==> src/rtl/cpu_pkg.sv <==
// rtl/cpu_pkg.sv - shared register-file constants and the writeback entry type
package cpu_pkg;

  localparam int DW   = 8;
  localparam int AW   = 2;
  localparam int NREG = 4;

  typedef struct packed {
    logic [AW-1:0] dr;
    logic [DW-1:0] data;
  } wb_entry_t;

endpackage

==> src/rtl/wb_fifo.sv <==
// rtl/wb_fifo.sv - DEPTH-entry synchronous FIFO of writeback entries
// Pointers carry one extra bit so full and empty are distinguishable.
module wb_fifo
  import cpu_pkg::*;
#(
  parameter int DEPTH = 2,
  localparam int PW = $clog2(DEPTH)
) (
  input  logic      clk,
  input  logic      rst,
  input  logic      push,
  input  wb_entry_t din,
  input  logic      pop,
  output wb_entry_t dout,
  output logic [PW:0] count,
  output logic      full,
  output logic      empty
);

  logic [PW:0] wr_ptr_q, rd_ptr_q;
  wb_entry_t   mem_q [DEPTH];

  always_ff @(posedge clk or posedge rst) begin
    if (rst) begin
      wr_ptr_q <= '0;
      rd_ptr_q <= '0;
    end else begin
      if (push) wr_ptr_q <= wr_ptr_q + (PW+1)'(1);
      if (pop)  rd_ptr_q <= rd_ptr_q + (PW+1)'(1);
    end
  end

  // Storage needs no reset: an entry is only read after it has been written.
  always_ff @(posedge clk) begin
    if (push) mem_q[wr_ptr_q[PW-1:0]] <= din;
  end

  assign dout  = mem_q[rd_ptr_q[PW-1:0]];
  assign count = wr_ptr_q - rd_ptr_q;
  assign full  = (count == (PW+1)'(DEPTH));
  assign empty = (wr_ptr_q == rd_ptr_q);

endmodule

==> src/rtl/reg_writeback.sv <==
// rtl/reg_writeback.sv - register-file write-port driver with result FIFO and pending-write scoreboard
// Memory results take fixed priority over ALU results; one write issues per cycle unless held.
module reg_writeback #(
  parameter int DW    = cpu_pkg::DW,
  parameter int AW    = cpu_pkg::AW,
  parameter int DEPTH = 2
) (
  input  logic              clk,
  input  logic              rst,
  input  logic              mem_valid,
  output logic              mem_ready,
  input  logic [AW-1:0]     mem_dr,
  input  logic [DW-1:0]     mem_data,
  input  logic              alu_valid,
  output logic              alu_ready,
  input  logic [AW-1:0]     alu_dr,
  input  logic [DW-1:0]     alu_data,
  input  logic              hold,
  input  logic              claim_valid,
  input  logic [AW-1:0]     claim_dr,
  output logic              rf_we,
  output logic [AW-1:0]     rf_dr,
  output logic [DW-1:0]     rf_i,
  output logic [2**AW-1:0]  busy,
  output logic [AW-1:0]     count,
  output logic              err
);

  localparam int NREG = 2**AW;
  localparam int PW   = $clog2(DEPTH);

  cpu_pkg::wb_entry_t push_entry, head;
  logic          push, pop, full, empty;
  logic [PW:0]   fifo_count;

  logic          rf_we_q;
  logic [AW-1:0] rf_dr_q;
  logic [DW-1:0] rf_i_q;

  logic [1:0]      cnt_q [NREG];
  logic [1:0]      cnt_d [NREG];
  logic            err_q, err_d;
  logic [NREG-1:0] claim_hit, done_hit;

  assign mem_ready = !full;
  assign alu_ready = !full && !mem_valid;
  assign push      = (mem_valid && mem_ready) || (alu_valid && alu_ready);
  assign pop       = !empty && !hold;

  always_comb begin
    push_entry.dr   = alu_dr;
    push_entry.data = alu_data;
    if (mem_valid) begin
      push_entry.dr   = mem_dr;
      push_entry.data = mem_data;
    end
  end

  wb_fifo #(.DEPTH(DEPTH)) u_fifo (
    .clk   (clk),
    .rst   (rst),
    .push  (push),
    .din   (push_entry),
    .pop   (pop),
    .dout  (head),
    .count (fifo_count),
    .full  (full),
    .empty (empty)
  );

  always_ff @(posedge clk or posedge rst) begin
    if (rst) begin
      rf_we_q <= 1'b0;
      rf_dr_q <= '0;
      rf_i_q  <= '0;
    end else begin
      rf_we_q <= pop;
      if (pop) begin
        rf_dr_q <= head.dr;
        rf_i_q  <= head.data;
      end
    end
  end

  // A write retires at the edge that ends its rf_we cycle.
  always_comb begin
    claim_hit = '0;
    done_hit  = '0;
    if (claim_valid) claim_hit[claim_dr] = 1'b1;
    if (rf_we_q)     done_hit[rf_dr_q]   = 1'b1;
  end

  always_comb begin
    err_d = err_q;
    for (int r = 0; r < NREG; r++) begin
      cnt_d[r] = cnt_q[r];
      busy[r]  = (cnt_q[r] != 2'd0);
      if (claim_hit[r] && !done_hit[r]) begin
        if (cnt_q[r] == 2'd3) err_d = 1'b1;
        else                  cnt_d[r] = cnt_q[r] + 2'd1;
      end else if (done_hit[r] && !claim_hit[r]) begin
        if (cnt_q[r] == 2'd0) err_d = 1'b1;
        else                  cnt_d[r] = cnt_q[r] - 2'd1;
      end
    end
  end

  always_ff @(posedge clk or posedge rst) begin
    if (rst) begin
      err_q <= 1'b0;
      for (int r = 0; r < NREG; r++) cnt_q[r] <= 2'd0;
    end else begin
      err_q <= err_d;
      for (int r = 0; r < NREG; r++) cnt_q[r] <= cnt_d[r];
    end
  end

  assign rf_we = rf_we_q;
  assign rf_dr = rf_dr_q;
  assign rf_i  = rf_i_q;
  assign err   = err_q;
  assign count = AW'(fifo_count);

endmodule

==> config.mk <==
export PLATFORM = sky130hd
export DESIGN_NAME = reg_writeback
export DESIGN_NICKNAME = d
export VERILOG_FILES = /design/src/rtl/cpu_pkg.sv /design/src/rtl/wb_fifo.sv /design/src/rtl/reg_writeback.sv
export SDC_FILE = /design/constraint.sdc
export NUM_CORES = 1
export LEC_CHECK = 0
export CORE_AREA = 2 2 63 79
export DETAILED_ROUTE_END_ITERATION = 10
export DIE_AREA = 0 0 65 81
export GPL_TIMING_DRIVEN = 0
export PLACE_DENSITY_LB_ADDON = 0.05
export SYNTH_ARGS = -nofsm -noshare
export SYNTH_HDL_FRONTEND = slang
export SYNTH_SLANG_ARGS = --single-unit
==> constraint.sdc <==
create_clock -name clk -period 3.24 [get_ports clk]
set_clock_uncertainty 0.15 [all_clocks]
set_input_delay 0.486 -clock clk [delete_from_list [all_inputs] [get_ports clk]]
set_output_delay 0.486 -clock clk [all_outputs]
set_load 0.1 [all_outputs]
==> flow_summary.yaml <==
min_path:
  hp-class: "reg2reg"
clock_tree:
  cts_inserted_buffers: 5
  post_cts_resized: 1
  insertion_delay_ns: 0.29
  cts_sinks: 44
  clk_pin_slew_ns: 0.08
  holdBufCountCts: 0
  cts_tree: "built"
  clk_path_buf_depth: 2
  cts_max_level: 2
  cts_post_setup_buffers_inserted: 0
  cts_root_buf: "clkbuf_8"
route:
  drc: 0
  via_per_inst: 5.07
  ant_nets: 0
  first_iter_violations: 22
  finalWirelength_mm: 3.87
  wire_per_inst_um: 13.4
  drtPass1Iterations: 4
  vias: 1459
die:
  die-width_um: 65
  coreArea_mm2: 0.00459
  num_io_pins: 48
  die_y_um: 81
  initial_core_util: 0.477
  dieArea_mm2: 0.00527
  rows: 28
place:
  place_congestion: 0.723
  port_buffers: 47
  dp_hpwl_mm: 2.93
  dpl_worst_slack_ns: -0.0413
  dp.cells: 280
grt:
  antenna_found_initial: 0
  use_met2: 0.307
  grt_max_degree: 25
  grt_pass1_vias: 1450
  busiest_layer: "met2"
  gr-total-overflow: 0
  grt_pass1_wl_mm: 6.62
  use_met1: 0.190
  grt_util_met3: 0.0374
  track_usage: 0.168
layout:
  synthToLayoutAreaGrowth_pct: 30.4
  mostFrequentLayoutCells: "clkdlybuf4s50_1 (46), mux2_2 (31), dfrtp_1 (24), edfxtp_1 (20), inv_1 (13)"
  diodes: 0
  drive_gt1_frac: 0.219
  final_common_cell: "clkdlybuf4s50_1"
  final_nets: 264
  finalNonFillerCells: 288
sta:
  tns_ns: 0
  relSlewSlack: 0.353
  hold_viol_final: 0
  rsz0062_at_grt: "false"
  fmax_ghz: 0.324
  setup_viol: 0
  fin_crit_sh: 0.951
  slew_violations: 0
  period_needed_ns: 3.08
  tightest_slew_ns: 0.967
  worst_hold_slack_ns: 0.359
  worst_slack_ns: 0.158
yosys:
  ys_ff_latch: 44
  ys.flop_type: "dfrtp_1"
  synth.area.top_cells: "dfrtp_1 (27%), edfxtp_1 (27%), mux2_2 (16%)"
  yosysUniqueCellTypes: 36
  syn_inst: 172
  synthArstFlopShare: 0.545
  ys_seq_area_frac: 0.549
  synthesis.area_mm2: 0.00219
  synth_edf_count: 20
  synth_top_area_frac: 0.274
  yosysTopAreaCell: "dfrtp_1"
  syn_nets: 209
  syn_area_per_cell_um2: 12.7
  yosys_warnings: 0
critical_path:
  end_kind: "output pin"
  path_class: "reg2out"
  worstPathRequired_ns: 2.60
  crit_arrival_ns: 2.45
  startpoint_type: "flip-flop"
  crit_fanout: 8
job:
  maxCapViolations: 0
outcome:
  outcome: "finished clean"
[layer usage]
layer,vias to the layer above,share of wire,wire length [µm]
li1,721,-,-
met1,697,0.39,1510
met2,35,0.55,2120
met3,6,0.046,177
met4,0,0.016,61
met5,-,0,0
[cells by family (layout without fill, tap and decap cells)]
logic type | Yosys count | count (layout) | synth area share
mux | 34 | 34 | 0.173
fa+ha+maj | 10 | 10 | 0.0560
simple gates | 43 | 43 | 0.111
buf+inv | 17 | 73 | 0.0332
compound gates | 18 | 18 | 0.0532
flops | 44 | 44 | 0.549
xor+xnor | 6 | 6 | 0.0240
[final timing paths]
path	cells after the start	slack [ns]	from	to
setup / recovery	5	0.16	u_fifo.wr_ptr_q[0]$_DFFE_PP0N_	mem_ready
hold / removal	1	0.36	rf_i[1]$_DFFE_PP0P_	rf_i[1]$_DFFE_PP0P_
setup reg to reg	5	1.07	u_fifo.wr_ptr_q[0]$_DFFE_PP0N_	u_fifo.mem_q[0][2]$_DFFE_PP_
hold reg to reg	1	0.36	rf_i[1]$_DFFE_PP0P_	rf_i[1]$_DFFE_PP0P_
max in group asynchronous	2	1.82	rst	cnt_q[5]$_DFFE_PP0P_
min in group asynchronous	2	0.54	rst	rf_i[1]$_DFFE_PP0P_
[synthesized netlist by cell type (2+ instances only)]
cell and n:
mux2_2 31, dfrtp_1 24, edfxtp_1 20, inv_1 13, ha_1 9, nand2_1 9, o21ai_0 8, nor2b_1 7
or2_2 6, nand3_1 5, nor2_1 4, mux2i_1 3, nor4b_1 3, o31a_1 3, xnor2_1 3, xor2_1 3
a21oi_1 2
[cell type report]
| cell class | instances | area, µm² |
|---|---|---|
| Inverter | 13 | 48.8 |
| Clock inverter | 2 | 35.0 |
| Clock buffer | 6 | 72.6 |
| Timing Repair Buffer | 48 | 477 |
| Tap cell | 60 | 75.1 |
| Fill cell | 381 | 1740 |
| Buffer | 4 | 23.8 |
| Sequential cell | 44 | 1200 |
| Multi-Input combinational cell | 111 | 920 |
[critical path, stage by stage, from the launching register on]
cell             delay, ns
dfrtp_1               0.37
inv_1                 0.13
ha_1                  0.25
clkbuf_1              0.19
nand2_1               0.10
clkdlybuf4s50_1       1.12
[sequential cells by signal (all words and copies together), names as in the netlist]
signal and cells:
rf_dr 2, rf_i 8, rf_we 1, err 1, u_fifo.mem_q 20, u_fifo.rd_ptr_q 2
cnt_q 8, u_fifo.wr_ptr_q 2
[stage by stage]
step	utilization	area [µm²]
final	0.622	2850
after global routing	0.622	2850
after CTS	0.622	2850
after detailed placement	0.598	2750
after global placement	0.596	2730
after floorplan	-	2190
Power is not shown: default switching activity piles up to over one toggle a cycle in this logic, so the estimate is an artifact.
